**src/rtl/afifo_wr_arbiter.sv**
```systemverilog
// Round-robin, packet-granular arbiter sharing the aFifo write port
// among NUM_REQ requesters in the FIFO write-clock domain.
module afifo_wr_arbiter #(
  parameter int NUM_REQ         = 4,
  parameter int DATA_WIDTH      = 8,
  parameter int MAX_BURST       = 16,
  parameter int BURST_CNT_WIDTH = 8
) (
  input  logic                          Clk,
  input  logic                          Reset_n_in,
  input  logic [NUM_REQ-1:0]            Req_in,
  input  logic [NUM_REQ*DATA_WIDTH-1:0] Data_in,
  input  logic [NUM_REQ-1:0]            Last_in,
  output logic [NUM_REQ-1:0]            Ack_out,
  output logic [NUM_REQ-1:0]            Grant_out,
  input  logic                          Full_in,
  output logic                          WriteEn_out,
  output logic [DATA_WIDTH-1:0]         FifoData_out,
  output logic                          Busy_out
);

  localparam int PW = $clog2(NUM_REQ);

  typedef enum logic {IDLE, XFER} state_e;

  state_e                     state_q, state_d;
  logic [NUM_REQ-1:0]         grant_q, grant_d;
  logic                       busy_q, busy_d;
  logic [BURST_CNT_WIDTH-1:0] cnt_q, cnt_d;
  logic [PW-1:0]              ptr_q, ptr_d;

  logic [PW-1:0]         own_idx;
  logic [PW-1:0]         pick_idx;
  logic                  pick_vld;
  logic                  req_g;
  logic                  last_g;
  logic                  xfer;
  logic                  cap_hit;
  logic [DATA_WIDTH-1:0] fdata;

  function automatic logic [PW-1:0] rr_idx(
    input logic [PW-1:0] p,
    input int            k
  );
    return PW'((int'(p) + k) % NUM_REQ);
  endfunction

  always_comb begin
    own_idx = '0;
    for (int i = 0; i < NUM_REQ; i++)
      if (grant_q[i]) own_idx = PW'(i);
  end

  // Scan farthest-first so the nearest set index after ptr wins.
  always_comb begin
    pick_vld = 1'b0;
    pick_idx = '0;
    for (int k = NUM_REQ; k >= 1; k--) begin
      if (Req_in[rr_idx(ptr_q, k)]) begin
        pick_vld = 1'b1;
        pick_idx = rr_idx(ptr_q, k);
      end
    end
  end

  always_comb begin
    fdata = '0;
    for (int i = 0; i < NUM_REQ; i++)
      fdata = fdata |
        (Data_in[i*DATA_WIDTH +: DATA_WIDTH] &
         {DATA_WIDTH{grant_q[i]}});
  end

  assign req_g   = |(Req_in & grant_q);
  assign last_g  = |(Last_in & grant_q);
  assign xfer    = (state_q == XFER) & req_g & ~Full_in;
  assign cap_hit = (cnt_q == BURST_CNT_WIDTH'(MAX_BURST - 1));

  assign WriteEn_out  = xfer;
  assign Ack_out      = grant_q & {NUM_REQ{xfer}};
  assign FifoData_out = fdata;
  assign Grant_out    = grant_q;
  assign Busy_out     = busy_q;

  always_comb begin
    state_d = state_q;
    grant_d = grant_q;
    busy_d  = busy_q;
    cnt_d   = cnt_q;
    ptr_d   = ptr_q;
    unique case (state_q)
      IDLE: begin
        if (pick_vld) begin
          state_d = XFER;
          grant_d = NUM_REQ'(1) << pick_idx;
          busy_d  = 1'b1;
          cnt_d   = '0;
        end
      end
      XFER: begin
        // Abandon releases without a write; no req_g means no xfer.
        if (!req_g || (xfer && (last_g || cap_hit))) begin
          state_d = IDLE;
          grant_d = '0;
          busy_d  = 1'b0;
          cnt_d   = '0;
          ptr_d   = own_idx;
        end else if (xfer) begin
          cnt_d = cnt_q + 1'b1;
        end
      end
      default: state_d = IDLE;
    endcase
  end

  always_ff @(posedge Clk or negedge Reset_n_in) begin
    if (!Reset_n_in) begin
      state_q <= IDLE;
      grant_q <= '0;
      busy_q  <= 1'b0;
      cnt_q   <= '0;
      ptr_q   <= PW'(NUM_REQ - 1);
    end else begin
      state_q <= state_d;
      grant_q <= grant_d;
      busy_q  <= busy_d;
      cnt_q   <= cnt_d;
      ptr_q   <= ptr_d;
    end
  end

endmodule

```
**config.mk**
```make
export PLATFORM = sky130hd
export DESIGN_NAME = afifo_wr_arbiter
export DESIGN_NICKNAME = d
export VERILOG_FILES = /design/src/rtl/afifo_wr_arbiter.sv
export SDC_FILE = /design/constraint.sdc
export NUM_CORES = 1
export LEC_CHECK = 0
export BUFFER_PORTS_ARGS = -buffer_cell sky130_fd_sc_hd__clkbuf_2
export CAP_MARGIN = 20
export CELL_PAD_IN_SITES_DETAIL_PLACEMENT = 0
export CELL_PAD_IN_SITES_GLOBAL_PLACEMENT = 1
export CORE_MARGIN = 8
export CORE_UTILIZATION = 31
export DETAILED_ROUTE_END_ITERATION = 7
export PLACE_DENSITY_LB_ADDON = 0.1
export SYNTH_ARGS = -nofsm -noshare
export SYNTH_HDL_FRONTEND = slang
export SYNTH_SLANG_ARGS = --single-unit
```
**constraint.sdc**
```tcl
create_clock -name Clk -period 1.9 [get_ports Clk]
set_input_delay 0.19 -clock Clk [delete_from_list [all_inputs] [get_ports Clk]]
set_output_delay 0.19 -clock Clk [all_outputs]
set_load 0.005 [all_outputs]
```
; ---- Word level (Yosys, flattened, before mapping)
; Index checks and enable logic that the tools add are counted.
; Widths: inputs -> output; s select.
[word_totals]
register_bits = 16
in_bits = 43
out_inout_bits = 18
word_cells = 74
[op_classes]
eq_ne = 4
n_bitwise = 14
shift = 1
n_addsub = 5
magnitude_cmp = 4
n_reduce_logical = 9
mux = 32
[ops]
columns = cell, n
row1 = $and 8x8->8, 4
row2 = $mux 8, 3
row3 = $or 8x8->8, 3
row4 = $pmux 8 s2, 1
row5 = $mux 1, 13
row6 = $and 4x4->4, 3
row7 = $lt 2x3->1 const B, 4
row8 = $mux 2, 6
row9 = $add 8x1->8 const B, 1
row10 = $bmux 1 s2, 4
row11 = $eq 8x4->1 const B, 1
row12 = $mux 4, 2
row13 = $pmux 4 s2, 1
row14 = $reduce_or 4->1, 2
row15 = $reduce_and 2->1, 3
row16 = $add 2x1->2 const B, 2
row17 = $add 2x2->2 const B, 2
row18 = $pmux 1 s2, 2
row19 = $shl 1x2->4 const A, 1
row20 = $ne 3x1->1 const B, 1
row21 = $and 1x1->1, 2
row22 = $logic_or 1x1->1, 2
row23 = $ne 2x1->1 const B, 1
row24 = $ne 2x2->1 const B, 1
row25 = other kinds (3), 4

; ---- Depth between registers and ports, before layout
[depth]
depth_word = 10
ltp_mapped = 6
ltp_nobuf = 6

; ---- Least setup slack after synthesis
; No wires, ideal clock.
[synth_timing]
kind = register to register
start = register grant_q[3], in the netlist Grant_out[3]
end = register ptr_q[0]
t_arrival_ps = 1454
slack_ps = 371
setup_ps = 75
required_ps = 1825
period_less_slack_ps = 1529
stages_incl_launch_ff = 6
n_path_buf = 0
path_cell_list = dfrtp_1 -> a22o_1 -> a221oi_2 -> a21oi_1 -> o21ai_0 -> mux2i_1
[synth_between]
elab_chain_len = 7
[synth_lines]
columns = item, line_no
row1 = "start, declared", 27  ; logic [NUM_REQ-1:0] grant_q, grant_d;
row2 = "start signal, assigned", 125  ; grant_q <= grant_d;
row3 = $and 4x4->4, 74  ; assign req_g = |(Req_in & grant_q);
row4 = $reduce_or 4->1, 74
row5 = $and 1x1->1 (2 in series), 76  ; assign xfer = (state_q == XFER) & req_g & ~Full_in;
row6 = $logic_and 1x1->1, 102  ; if (!req_g || (xfer && (last_g || cap_hit))) begin
row7 = $logic_or 1x1->1, 102
row8 = $reduce_and 2->1 (no source line), --
row9 = "end signal, assigned", 122  ; ptr_q <= PW'(NUM_REQ - 1);
row10 = "end signal, assigned", 128  ; ptr_q <= ptr_d;
row11 = "end, declared", 30  ; logic [PW-1:0] ptr_q, ptr_d;
; Several ways; a longest one is shown, not always the timed one.
; A chain may end at the register's enable or synchronous reset.

; ---- Worst setup path after layout
[layout_timing]
start = register grant_q[1], in the netlist Grant_out[1]
end = output port Ack_out[3]
[layout_between]
elab_chain_len = 5
[layout_lines]
columns = item, line_no
row1 = $and 4x4->4, 74
row2 = $reduce_or 4->1, 74
row3 = $and 1x1->1 (2 in series), 76
row4 = $and 4x4->4, 80  ; assign Ack_out = grant_q & {NUM_REQ{xfer}};
row5 = "end, declared", 14  ; output logic [NUM_REQ-1:0] Ack_out,
; No other way between the ends.

==> results_tabular.tex <==
\begin{tabular}{lr}
\hline
Metric & Value \\
\hline
\multicolumn{2}{l}{\textbf{Status}} \\
\quad Run status & finished clean \\
\multicolumn{2}{l}{\textbf{Detailed routing}} \\
\quad Final routed DRC violation total & 0 \\
\quad Count of vias placed by the detailed router & 1225 \\
\quad Detailed-router iteration count before antenna repair & 4 \\
\quad Overall routed net length & 3573 um \\
\quad Post-DRT Antenna Nets & 0 \\
\quad Routed WL per cell & 15.27 um \\
\quad 1st-iter DRT viols & 75 \\
\quad Via density per instance & 5.235 \\
\multicolumn{2}{l}{\textbf{STA}} \\
\quad Number of endpoints failing setup at the final stage & 0 \\
\quad F\_max & 0.5565 GHz \\
\quad Actual slew at the worst max-slew pin & 0.4232 ns \\
\quad Worst relative slew slack & 71.49\% \\
\quad Sum of negative setup slack & 0 ns \\
\quad Hold slack & 0.2839 ns \\
\quad Final critical-path required period & 1.797 ns \\
\quad Clock tree skew after final layout & 0.004092 ns \\
\quad Final clock period utilization by the worst path & 94.58\% \\
\quad Endpoints failing hold & 0 \\
\quad Slew Limit Fails & 0 \\
\quad RSZ-0062 raised after global routing & no \\
\multicolumn{2}{l}{\textbf{Worst setup path}} \\
\quad Worst R2R Start & cnt\_q[0]\$\_DFFE\_PN0P\_ \\
\quad Critical-path maximum fanout & 5 \\
\quad Number of buffer and inverter stages on the critical path & 1 \\
\quad Critical Path End Type & output port \\
\quad Data required time of the worst path & 1.71 ns \\
\quad Sequence of cells on the critical path & a22oi\_1 > nand2\_1 > nand2\_1 > nor2\_2 > and2\_1 > clkbuf\_2 \\
\quad Worst setup path class & flip-flop to output port \\
\quad Slowest CP cell & sky130\_fd\_sc\_hd\_\_dfrtp\_2 \\
\quad Cell repeated most along the worst path & sky130\_fd\_sc\_hd\_\_nand2\_1 \\
\quad Crit path largest cell delay & 0.46 ns \\
\quad R2R setup slack & 0.13 ns \\
\quad Crit path launch type & flip-flop \\
\quad Worst r2r dst & cnt\_q[0]\$\_DFFE\_PN0P\_ \\
\quad Reg2reg path depth & 6 \\
\quad Signal arrival time at the worst endpoint & 1.61 ns \\
\quad Crit-path leading delay family & simple AND/OR/NAND/NOR gates \\
\multicolumn{2}{l}{\textbf{Die}} \\
\quad Std-Cell Core Area & 3390 sq um \\
\quad Floorplan die width & 75.94 um \\
\quad Initial standard-cell utilization of the core & 32.85\% \\
\quad Area enclosed by the die boundary & 5766 sq um \\
\quad Vertical die dimension & 75.94 um \\
\quad I/O pin count & 61 \\
\quad Cell Rows & 21 \\
\multicolumn{2}{l}{\textbf{Synth}} \\
\quad Synth warn & 0 \\
\quad Mean instance size in the synthesized netlist & 8.980 sq um \\
\quad Synthesized net count & 168 \\
\quad Post-synthesis cell type count & 35 \\
\quad Part of the Yosys area used for sequential elements & 36.18\% \\
\quad Number of standard cells after synthesis & 124 \\
\quad Syn Std Cell Area & 1114 sq um \\
\quad Seq cells post-synth & 16 \\
\multicolumn{2}{l}{\textbf{CTS}} \\
\quad Clock tree from TritonCTS & yes \\
\quad Num CTS Buffers & 3 \\
\quad H-tree depth reported by CTS & 1 \\
\quad Buffer type at the clock tree root & sky130\_fd\_sc\_hd\_\_clkbuf\_4 \\
\quad CTS sink count & 16 \\
\quad Clk Latency, worst-skew pair & 0.29 ns \\
\quad Maximum clock path buffer count & 2 \\
\quad Clock transition at the register clock pins on the worst setup and hold paths after CTS & 0.10 ns \\
\multicolumn{2}{l}{\textbf{Placement}} \\
\quad DP Wirelength & 2895 um \\
\quad Placed cell areas & 1481 sq um \\
\quad Placer congestion estimate & 0.7895 \\
\quad \# port buffers & 60 \\
\multicolumn{2}{l}{\textbf{Power}} \\
\quad Static power due to leakage & 0.0008140 uW \\
\quad Sum of internal, switching and leakage power & 1906 uW \\
\quad Max VDD drop & 0.3849 mV \\
\quad Power density normalized to cell area & 1240 nW/um\^{}2 \\
\multicolumn{2}{l}{\textbf{Hold path}} \\
\quad Worst Min Path Start & Full\_in \\
\quad Hold EP & Busy\_out\$\_DFFE\_PN0P\_ \\
\quad HP Class & primary input to flip-flop \\
\quad Number of cells traversed by the worst hold path & 3 \\
\multicolumn{2}{l}{\textbf{GRT}} \\
\quad Total congestion overflow & 0 \\
\quad Number of antenna violations at the first check in global routing & 0 \\
\quad Global-route wire length before repair & 5940 um \\
\quad Via count of the first global-routing pass & 1317 \\
\quad Pin count of the biggest net entering global routing & 17 \\
\quad GRT Overall Usage & 12.10\% \\
\multicolumn{2}{l}{\textbf{Cells and area}} \\
\quad P\&R area growth vs syn & 37.98\% \\
\quad Final Cell Area & 1536 sq um \\
\quad Antenna diode count & 0 \\
\quad Fraction of layout cells with a size suffix above 1 & 44.15\% \\
\quad Number of nets in the finished design & 233 \\
\multicolumn{2}{l}{\textbf{Flow run}} \\
\quad Number of maximum-capacitance violations & 0 \\
\hline
\end{tabular}
==> what timing repair did <==
| item | CTS | global route |
|---|---|---|
| buffers inserted | 0 | 0 |
| gates resized for setup | 0 | 3 |
| hold buffers | 1 | 0 |
| endpoints found under the hold margin | 14 | 0 |
| setup endpoints to repair | 0 | 3 |
==> kinds of logic after synthesis <==
kind of cell,synth area share [%]
flip-flops,36.18
buffers and inverters,2.808
multiplexers,3.708
AO/OA/AOI/OAI,34.50
AND/OR/NAND/NOR,21.69
adder cells (fa/ha/maj),1.123
==> cell usage in the layout (no fill, tap or decap), types with 2 or more instances in the layout <==
master,n
sky130_fd_sc_hd__clkbuf_4,3
sky130_fd_sc_hd__buf_4,4
sky130_fd_sc_hd__clkbuf_2,60
sky130_fd_sc_hd__nor3_1,2
sky130_fd_sc_hd__a22o_2,2
sky130_fd_sc_hd__nor2_2,2
sky130_fd_sc_hd__and3_1,5
sky130_fd_sc_hd__a22o_1,7
sky130_fd_sc_hd__nor2b_1,8
sky130_fd_sc_hd__o21ai_0,9
sky130_fd_sc_hd__nor2_1,3
sky130_fd_sc_hd__inv_1,3
sky130_fd_sc_hd__a21oi_1,4
sky130_fd_sc_hd__dfrtp_1,13
sky130_fd_sc_hd__dfstp_2,2
sky130_fd_sc_hd__mux2i_1,3
sky130_fd_sc_hd__a22oi_1,17
sky130_fd_sc_hd__nand2_1,16
sky130_fd_sc_hd__and2_1,4
==> metrics by stage <==
step | cells | utilization [%] | worst slack, ns
final | 234 | 45.33 | 0.1030
after global routing | 234 | 45.33 | 0.001897
after CTS | 234 | 45.07 | 0.03194
after detailed placement | 229 | 43.71 | 0.1383
after global placement | 229 | 43.71 | 0.2023
after floorplan | 124 | - | 0.3708
==> worst min-delay path, delay by kind of cell <==
| family | cells | cell delay (ns) |
|---|---|---|
| buffers and inverters | 1 | 0.13 |
| AO/OA/AOI/OAI | 2 | 0.22 |
==> Yosys cell counts <==
master / n / area, sq um
sky130_fd_sc_hd__a22o_2: 2 / 20.02
sky130_fd_sc_hd__nand2b_1: 1 / 6.260
sky130_fd_sc_hd__a22oi_1: 18 / 135.1
sky130_fd_sc_hd__a21o_1: 1 / 7.510
sky130_fd_sc_hd__a22o_1: 7 / 61.31
sky130_fd_sc_hd__clkbuf_1: 4 / 15.01
sky130_fd_sc_hd__mux2_2: 1 / 11.26
sky130_fd_sc_hd__a221oi_2: 1 / 15.01
sky130_fd_sc_hd__nand2_1: 16 / 60.06
sky130_fd_sc_hd__nor2b_1: 8 / 50.05
sky130_fd_sc_hd__dfstp_2: 2 / 52.55
sky130_fd_sc_hd__nor2_1: 4 / 15.01
sky130_fd_sc_hd__or2b_1: 1 / 7.510
sky130_fd_sc_hd__and3_1: 5 / 31.28
sky130_fd_sc_hd__and2_1: 4 / 25.02
sky130_fd_sc_hd__a32o_1: 1 / 10.01
sky130_fd_sc_hd__ha_1: 1 / 12.51
sky130_fd_sc_hd__or4_4: 1 / 11.26
sky130_fd_sc_hd__mux2i_1: 3 / 30.03
sky130_fd_sc_hd__o21ai_0: 9 / 45.04
sky130_fd_sc_hd__o2bb2ai_1: 1 / 8.760
sky130_fd_sc_hd__nand4_2: 1 / 12.51
sky130_fd_sc_hd__nor2_2: 1 / 6.260
sky130_fd_sc_hd__o221ai_1: 1 / 8.760
sky130_fd_sc_hd__nor3_1: 2 / 10.01
sky130_fd_sc_hd__buf_2: 1 / 5.000
sky130_fd_sc_hd__a21oi_1: 4 / 20.02
sky130_fd_sc_hd__o22ai_1: 1 / 6.260
sky130_fd_sc_hd__o22ai_4: 1 / 20.02
sky130_fd_sc_hd__o21bai_1: 1 / 7.510
sky130_fd_sc_hd__o22a_2: 1 / 10.01
sky130_fd_sc_hd__nor4_1: 1 / 6.260
sky130_fd_sc_hd__dfrtp_1: 14 / 350.3
sky130_fd_sc_hd__inv_1: 3 / 11.26
sky130_fd_sc_hd__a31o_2: 1 / 8.760
==> sequential cells by signal, summed over array words and instances (netlist names) <==
name / cells
cnt_q: 8
ptr_q: 2
state_q: 1
Busy_out: 1
Grant_out: 4
==> final cells by class <==
type / count / area [sq um]
sequential: 16 / 404.1
timing repair buffer: 65 / 340.3
fill: 341 / 1853
tap: 46 / 57.56
clock buffer: 4 / 36.28
inverter: 3 / 11.26
multi-input combinational: 100 / 686.9
==> worst max-delay path by stage <==
stage	depth (start not counted)	slack, ns	endpoint	startpoint
floorplan	5	0.37	ptr_q[0]$_DFFE_PN1P_	Grant_out[3]$_DFFE_PN0P_
global placement	5	0.20	ptr_q[1]$_DFFE_PN1P_	Grant_out[0]$_DFFE_PN0P_
detailed placement	6	0.14	cnt_q[0]$_DFFE_PN0P_	cnt_q[0]$_DFFE_PN0P_
CTS	6	0.03	Ack_out[3]	Grant_out[1]$_DFFE_PN0P_
global route	6	0.002	cnt_q[0]$_DFFE_PN0P_	cnt_q[0]$_DFFE_PN0P_
finish	6	0.10	Ack_out[3]	Grant_out[1]$_DFFE_PN0P_
==> per-layer routing <==
metal	global-route usage, %	part of all wire, %
met5	0	0
met4	3.333	0.31
met3	5.660	9.5
met2	17.99	42
met1	15.12	48
==> power by group <==
part | total [uW] | leakage [uW] | switching, uW | internal [uW]
registers | 564 | 0.000208 | 119 | 445
logic | 1110 | 0.000585 | 609 | 501
clock network | 231 | 0.0000210 | 115 | 117
total | 1910 | 0.000814 | 843 | 1060
Power figures use the tool's default switching activity.
